<file path="config.mk">
export PLATFORM = sky130hd
export DESIGN_NAME = seg_scan_ctrl
export DESIGN_NICKNAME = d
export VERILOG_FILES = /design/src/rtl/seg_scan_ctrl.sv
export SDC_FILE = /design/constraint.sdc
export NUM_CORES = 1
export LEC_CHECK = 0
export CELL_PAD_IN_SITES_DETAIL_PLACEMENT = 0
export CELL_PAD_IN_SITES_GLOBAL_PLACEMENT = 1
export CORE_MARGIN = 3
export CORE_UTILIZATION = 30
export CTS_BUF_LIST = sky130_fd_sc_hd__clkbuf_8
export DETAILED_ROUTE_END_ITERATION = 7
export HOLD_SLACK_MARGIN = 0.08
export PLACE_DENSITY_LB_ADDON = 0.1
export SLEW_MARGIN = 20
export SYNTH_ARGS = -nofsm -noshare
export SYNTH_HDL_FRONTEND = slang
export SYNTH_SLANG_ARGS = --single-unit
</file>
<file path="constraint.sdc">
create_clock -name clk -period 3.64 [get_ports clk]
set_input_delay 0.728 -clock clk [delete_from_list [all_inputs] [get_ports clk]]
set_output_delay 0.728 -clock clk [all_outputs]
set_load 0.01 [all_outputs]
</file>
<file path="src/rtl/seg_scan_ctrl.sv">
// Two-digit seven-segment scan controller: latches a value, converts it to BCD
// (double-dabble) or splits hex nibbles, and time-multiplexes both digits.
module seg_scan_ctrl #(
    parameter int REFRESH_DIV  = 12000,
    parameter int BLANK_CYCLES = 16,
    parameter bit ACTIVE_LOW   = 1'b1
) (
    input  logic       clk,
    input  logic       rst_n,
    input  logic [7:0] value,
    input  logic       hex_mode,
    input  logic       update,
    output logic       busy,
    output logic [6:0] seg,
    output logic [1:0] dig_en
);

    localparam int CW = (REFRESH_DIV > 1) ? $clog2(REFRESH_DIV) : 1;

    typedef enum logic {
        ST_SHOW,
        ST_CONVERT
    } state_t;

    state_t      r_state, w_state_nxt;
    logic [19:0] r_shift, w_shift_nxt, w_dab;
    logic [2:0]  r_step, w_step_nxt;
    logic [3:0]  r_ms, r_ls, w_ms_nxt, w_ls_nxt;
    logic        r_hex, w_hex_nxt;

    logic [CW-1:0] r_cnt;
    logic          r_slot;
    logic [6:0]    r_seg;
    logic [1:0]    r_dig;
    logic [3:0]    w_digit;
    logic          w_show;

    // Shift register layout: {hundreds, tens, ones, binary[7:0]}.
    function automatic logic [19:0] dabble_step(input logic [19:0] s);
        logic [19:0] t;
        t = s;
        for (int i = 0; i < 3; i++) begin
            if (t[8 + 4*i +: 4] >= 4'd5) t[8 + 4*i +: 4] = t[8 + 4*i +: 4] + 4'd3;
        end
        return {t[18:0], 1'b0};
    endfunction

    function automatic logic [6:0] decode(input logic [3:0] d);
        case (d)
            4'h0: decode = 7'h3F;
            4'h1: decode = 7'h06;
            4'h2: decode = 7'h5B;
            4'h3: decode = 7'h4F;
            4'h4: decode = 7'h66;
            4'h5: decode = 7'h6D;
            4'h6: decode = 7'h7D;
            4'h7: decode = 7'h07;
            4'h8: decode = 7'h7F;
            4'h9: decode = 7'h6F;
            4'hA: decode = 7'h77;
            4'hB: decode = 7'h7C;
            4'hC: decode = 7'h39;
            4'hD: decode = 7'h5E;
            4'hE: decode = 7'h79;
            default: decode = 7'h71;
        endcase
    endfunction

    assign w_dab = dabble_step(r_shift);

    always_comb begin
        // NOTE: every output of this block gets a default first, so no path can infer a latch.
        w_state_nxt = r_state;
        w_shift_nxt = r_shift;
        w_step_nxt  = r_step;
        w_ms_nxt    = r_ms;
        w_ls_nxt    = r_ls;
        w_hex_nxt   = r_hex;
        case (r_state)
            ST_SHOW: begin
                if (update) begin
                    if (hex_mode) begin
                        w_ms_nxt  = value[7:4];
                        w_ls_nxt  = value[3:0];
                        w_hex_nxt = 1'b1;
                    end else begin
                        w_shift_nxt = {12'd0, value};
                        w_step_nxt  = 3'd0;
                        w_state_nxt = ST_CONVERT;
                    end
                end
            end
            ST_CONVERT: begin
                w_shift_nxt = w_dab;
                w_step_nxt  = r_step + 3'd1;
                if (r_step == 3'd7) begin
                    // Display mode switches together with the digits so old digits never show in dec style.
                    w_state_nxt = ST_SHOW;
                    w_hex_nxt   = 1'b0;
                    w_ms_nxt    = (w_dab[19:16] != 4'd0) ? 4'd0 : w_dab[15:12];
                    w_ls_nxt    = (w_dab[19:16] != 4'd0) ? 4'd0 : w_dab[11:8];
                end
            end
            default: w_state_nxt = ST_SHOW;
        endcase
    end

    // NOTE: sequential state uses non-blocking assignments so all registers update from pre-edge values.
    always_ff @(posedge clk or negedge rst_n) begin
        if (!rst_n) begin
            r_state <= ST_SHOW;
            r_shift <= '0;
            r_step  <= '0;
            r_ms    <= '0;
            r_ls    <= '0;
            r_hex   <= 1'b0;
        end else begin
            r_state <= w_state_nxt;
            r_shift <= w_shift_nxt;
            r_step  <= w_step_nxt;
            r_ms    <= w_ms_nxt;
            r_ls    <= w_ls_nxt;
            r_hex   <= w_hex_nxt;
        end
    end

    // Leading-zero blank applies to the MS digit only in dec mode.
    assign w_digit = r_slot ? r_ms : r_ls;
    assign w_show  = (r_cnt >= CW'(BLANK_CYCLES)) && (!r_slot || r_hex || (r_ms != 4'd0));

    always_ff @(posedge clk or negedge rst_n) begin
        if (!rst_n) begin
            r_cnt  <= '0;
            r_slot <= 1'b0;
            r_seg  <= '0;
            r_dig  <= '0;
        end else begin
            if (r_cnt == CW'(REFRESH_DIV - 1)) begin
                r_cnt  <= '0;
                r_slot <= ~r_slot;
            end else begin
                r_cnt <= r_cnt + 1'b1;
            end
            r_dig <= w_show ? (r_slot ? 2'b10 : 2'b01) : 2'b00;
            r_seg <= w_show ? decode(w_digit) : 7'd0;
        end
    end

    assign busy   = (r_state == ST_CONVERT);
    assign seg    = ACTIVE_LOW ? ~r_seg : r_seg;
    assign dig_en = ACTIVE_LOW ? ~r_dig : r_dig;

endmodule
</file>
==> results of run 1 <==
-- through the flow --
stage	hold WS, ns	cells	power [mW]
after floorplan	0.432	318	1.83
after global routing	0.482	478	2.95
after global placement	0.465	463	2.19
after CTS	0.463	478	2.76
final	0.439	478	2.71
after detailed placement	0.476	463	2.19
-- registers in the layout, summed over array words and instances (netlist names) --
name,count
r_hex,1
r_ls,4
r_ms,4
r_seg,7
r_shift,20
r_step,3
r_dig,2
r_slot,1
r_cnt,14
busy,1
-- cell families after synthesis --
group	count (synthesis)	synth area share, %
xor+xnor	15	4.33
buf+inv	40	5.11
simple gates	103	16.4
mux	19	6.35
flops	57	47.0
fa+ha+maj	15	6.18
compound gates	69	14.6
-- path summary, 6_finish.rpt --
kind,endpoint,slack (ns),startpoint,cells past startpoint
min in group clk,r_shift[3],0.48,r_shift[3],2
max in group asynchronous,r_shift[8],2.36,rst_n,2
worst min register to register,r_shift[3],0.48,r_shift[3],2
worst max register to register,r_ms[3],1.63,r_shift[16],7
worst min-delay path,r_seg[0],0.44,rst_n,1
worst max-delay path,busy,1.30,busy,1
-- power groups by stage --
stage                     registers [mW]  logic, mW  clock network, mW
after global routing                1.04       1.31              0.598
after global placement              1.03       1.16                  0
after CTS                           1.02       1.17              0.572
final                               1.01       1.14              0.549
after detailed placement            1.02       1.17                  0
after floorplan                    0.962      0.863                  0
-- metal layers --
metal,GRT usage (%),vias to the layer above
met3,3.19,10
met2,21.0,39
met5,0,-
li1,-,1148
met4,4.66,0
met1,16.9,1048
-- area by class of cell --
| class | instances | share of cell area (%) |
|---|---|---|
| multi-input combinational | 221 | 40.9 |
| sequential | 57 | 40.0 |
| tap | 133 | 4.67 |
| inverter | 28 | 2.95 |
| clock buffer | 12 | 4.63 |
| clock inverter | 3 | 0.421 |
| timing repair buffer | 24 | 6.39 |
-- cell usage in the layout (no fill, tap or decap), drive strengths merged, types with 2 or more instances in the layout --
cell type	count
a211oi	5
nor3b	2
inv	27
or3	3
o21ai	23
nor3	5
nand4	5
mux2i	17
dfrtp	57
xnor2	8
o22ai	8
nor4	3
nand3	6
a31o	3
ha	15
a221oi	3
xor2	7
nand2	45
a22o	4
clkinv	4
clkbuf	12
nand3b	3
mux2	2
nand2b	3
a21oi	12
nor2b	2
buf	4
a21o	7
clkdlybuf4s50	20
nor2	21
==> qor.csv, run 1 <==
metric;value;unit
wl on met1;3.35;mm
worst vdd ir;0.251;mV
# Post-CTS Setup Buffers;0;
Top FF cell, synth;dfrtp_1;
largest net degree at the start of global routing;33;
post-route clock period utilization;64.2;%
clock share of power;20.3;%
# port buffers;21;
final hold vios;0;
CP endpoint kind;output port;
clk_skew;0.00961;ns
first-pass GRT wire length;11.4;mm
CP peak stage delay;0.64;ns
Via Count;2245;
Worst-Margin Slew;0.853;ns
Post-CTS Hold Buffers;0;
initial core utilization;30.9;%
FMAX;428;MHz
DP Worst Slack;1.20;ns
routability cong.;0.773;
final instance area;3560;um2
Lkg Pwr;1.68;nW
register area share after synthesis;47.0;%
row count;36;
area leader, netlist;dfrtp_1;
Final HPWL DP;4.83;mm
antenna viol nets, final;0;
Placed Area;3380;um2
worst path cell trace;clkdlybuf4s50_1;
layout cells sized above 1;8.99;%
Async S/R FF share, synth;100;%
post-cts sizing count;0;
Util after Layout;36.3;%
# clock sinks;57;
Net Sw Frac;38.7;%
top cells by count, synth;dfrtp_1, nand2_1, inv_1;
CTS root buf;clkbuf_8;
TritonCTS clock tree;done;
Area Growth Syn to Fin;17.4;%
Via density;4.70;
H-tree Lvls;3;
Buf+Inv Stages, Crit Path;1;
total CTS buffers;9;
Final WS setup;1.30;ns
CP max FO;14;
Post-Syn Area;3040;um2
fillcell total;1063;
net switching power;1.05;mW
area of the multi-input gates;1460;um2
Req. time, crit path;2.91;ns
Crit-path slowest cell;dfrtp_1;
status;finished clean;
Top Layer Used;met4;
drt wl/cell;14.3;um
Max clock buf depth;2;
startpoint types;flop;
Slew HR;41.5;%
met3 wire len;250;um
Area contributors post-synth;dfrtp_1, ha_1, mux2i_1;
Synth Instances;318;
Final Setup Violations;0;
GRT Util Overall;13.0;%
worst-skew pair later-pin latency;0.34;ns
DIE AREA;11400;um2
Comb power frac;42.3;%
GRT overflow;0;
Yosys warning count;0;
setup TNS;0;ns
# DRC;0;
synthesized flop and latch total;57;
Int Pwr;1.66;mW
Pwr Density;760;nW/um2
ant diodes;0;
EDFF count, synth;0;
syn_nets;345;
Cell variety after synth;45;
Final Max Tran Viols;0;
type of the tightest min-delay check;input port to asynchronous set/reset pin;
Seq pwr share;37.4;%
core area;9820;um2
Detailed Route WL;6.84;mm
Die Wd;107;um
most common cell in the netlist;dfrtp_1;
CP top delay family;flip-flops;
minimum clock period;2.34;ns
initial antenna violation count;0;
nets;368;
Die Ht;107;um
first-pass detailed-route iteration total;4;
RSZ-0062 raised after global routing;no;
Max Cap Viol;0;
post-synth top area share;47.0;%
vias in the first global route;2225;
met2 WL post-DR;3.12;mm
DR iter-0 viols;92;
Crit Path Class;flop to output port;
register area;1430;um2
synthesized area per cell;9.55;um2
Clock Pin Slew Worst Setup and Hold Paths;0.07;ns
Critical Path AT;1.61;ns
io pins;22;
(Power assumes the default switching activity.)
==> run 2: changes to the inputs <==
clock period = 2.25 ns   (was 3.64 ns; I/O delays follow)
==> run 2 against run 1 <==
  * Combinational power is 68% higher
  * Register-to-register slack got worse by 1.3 ns
  * Design area up 3.1%
  * Total power is 72% higher
  * Utilization up 1.1 points
  * Sequential share of layout area is 1.2 points lower
  * Count of clock-buffer cells in the layout shrank 1
  * Die area unchanged
  * Clock power grew 100%
  * Non-clock buffer count increased by 5
==> qor.csv, run 2 (synthesis gave the netlist of run 1 again) <==
metric;value;unit;change
Crit Path Class;flop to flop;;
post-cts sizing count;0;;unchanged
CP top delay family;simple AND/OR/NAND/NOR gates;;
total CTS buffers;9;;unchanged
Max clock buf depth;2;;unchanged
clk_skew;0.00992;ns;+0.000314 ns
type of the tightest min-delay check;input port to asynchronous set/reset pin;;
CP max FO;6;;-8
Via density;4.69;;about the same
startpoint types;flop;;
drt wl/cell;14.2;um;-1.1%
Biggest register;r_shift;;
CTS root buf;clkbuf_8;;
Final Max Tran Viols;0;;unchanged
Worst-Margin Slew;0.574;ns;-0.279 ns
Seq pwr share;35.0;%;-2.4 points
Buf+Inv Stages, Crit Path;1;;unchanged
FF-to-FF Start;r_shift[16];;
minimum clock period;1.94;ns;
Int Pwr;2.93;mW;+77%
RSZ-0062 raised after global routing;no;;
core area;9820;um2;unchanged
CP peak stage delay;0.41;ns;-0.23 ns
Clock Pin Slew Worst Setup and Hold Paths;0.07;ns;about the same
Max Cap Viol;0;;unchanged
TritonCTS clock tree;done;;
post-route clock period utilization;86.0;%;
Critical Path Start;r_shift[16];;
Via Count;2271;;+1.2%
nets;373;;+1.4%
initial antenna violation count;0;;unchanged
Slew HR;61.4;%;+20 points
Final WS setup;0.315;ns;-0.989 ns
GRT Util Overall;13.4;%;+0.36 points
# clock sinks;57;;unchanged
largest net degree at the start of global routing;58;;+76%
row count;36;;unchanged
DR iter-0 viols;77;;-16%
io pins;22;;unchanged
Net Sw Frac;37.0;%;-1.7 points
Lkg Pwr;1.73;nW;+3.0%
antenna viol nets, final;0;;unchanged
Area Growth Syn to Fin;21.1;%;
worst-skew pair later-pin latency;0.33;ns;about the same
Critical Path AT;2.21;ns;+0.60 ns
hold slack;0.114;ns;-0.325 ns
setup TNS;0;ns;unchanged
Crit-path slowest cell;dfrtp_1;;
commonest non-fill, non-tap cell in the layout;dfrtp_1;;
worst vdd ir;0.478;mV;+90%
number of flip-flops in the largest register;20;;unchanged
# Post-CTS Setup Buffers;0;;unchanged
Req. time, crit path;2.52;ns;-0.39 ns
# DRC;0;;unchanged
initial core utilization;30.9;%;unchanged
Die Wd;107;um;unchanged
Comb power frac;41.2;%;-1.1 points
GRT overflow;0;;unchanged
status;finished clean;;
final hold vios;0;;unchanged
most frequent cells in the layout;dfrtp_1, nand2_1, inv_1;;
Detailed Route WL;6.85;mm;+0.13%
Post-CTS Hold Buffers;0;;unchanged
Final HPWL DP;4.80;mm;-0.70%
routability cong.;0.773;;about the same
H-tree Lvls;3;;unchanged
first-pass GRT wire length;11.8;mm;+3.6%
DP Worst Slack;0.266;ns;-0.936 ns
Pwr Density;1270;nW/um2;+67%
Die Ht;107;um;unchanged
FMAX;517;MHz;
biggest regs;r_shift x20, r_cnt x14, r_seg x7;;
DIE AREA;11400;um2;unchanged
CP endpoint kind;flop;;
ant diodes;0;;unchanged
layout cells sized above 1;10.5;%;+1.6 points
first-pass detailed-route iteration total;4;;unchanged
vias in the first global route;2328;;+4.6%
net switching power;1.72;mW;+64%
Final Setup Violations;0;;unchanged
worst path cell trace;inv_1 -> ha_1 -> nand2b_1 -> a21oi_2 -> mux2i_1 -> and4_1 -> a31o_2;;
clock share of power;23.8;%;+3.5 points
# port buffers;21;;unchanged
==> run 2: cell types whose count changed in the layout (fill, tap and decap cells not counted), sizes merged <==
cell and delta:
buf +5, bufinv +2, clkbuf -1, clkinv -1
clkinvlp +1
==> run 2: worst paths after layout <==
| check | endpoint | slack (ns) | cells after the start |
|---|---|---|---|
| min in group clk | r_shift[5] | 0.49 | 2 |
| hold / removal | r_step[1] | 0.11 | 2 |
| setup reg to reg | r_ls[3] | 0.31 | 7 |
| setup / recovery | r_ls[3] | 0.31 | 7 |
| max in group asynchronous | r_ls[1] | 1.86 | 2 |
| hold reg to reg | r_shift[5] | 0.49 | 2 |
==> run 2: layout make-up <==
| class | instances | area (um2) |
|---|---|---|
| clock buffers | 11 | 151 |
| clock inverters | 5 | 77.6 |
| fillers | 1067 | 6140 |
| inverters | 28 | 105 |
| multi-input cells | 221 | 1460 |
| flip-flops and latches | 57 | 1430 |
| well taps | 133 | 166 |
| repair buffers | 29 | 290 |
==> run 2: layer usage <==
metal	routed length (um)	part of all wire (%)	up-vias	GRT usage (%)
met5	0	0	-	0
met3	194	2.8	12	3.49
met4	149	2.2	0	5.30
met2	3240	47	32	22.1
met1	3270	48	1082	16.6
li1	-	-	1145	-
==> run 2: per-stage QoR <==
step                      std cells  cell area [um2]  total power [mW]  utilization (%)
after floorplan                 318             3040              2.95                -
after global placement          468             3450              3.58             35.1
after detailed placement        468             3450              3.59             35.1
after CTS                       484             3670              4.73             37.4
after global routing            484             3670              5.08             37.4
final                           484             3670              4.66             37.4
==> run 2: power groups by stage <==
stage / Combinational [mW] / Sequential, mW / Clock [mW]
after floorplan: 1.40 / 1.56 / 0
after global placement: 1.93 / 1.64 / 0
after detailed placement: 1.95 / 1.65 / 0
after CTS: 1.95 / 1.63 / 1.15
after global routing: 2.19 / 1.68 / 1.20
final: 1.92 / 1.63 / 1.11
==> run 3: changes to the inputs <==
ABC_CLOCK_PERIOD_IN_PS = 2250   (was not set)
==> results of run 3 <==
No change in the layout: final DEF, timing and power equal those of run 2.
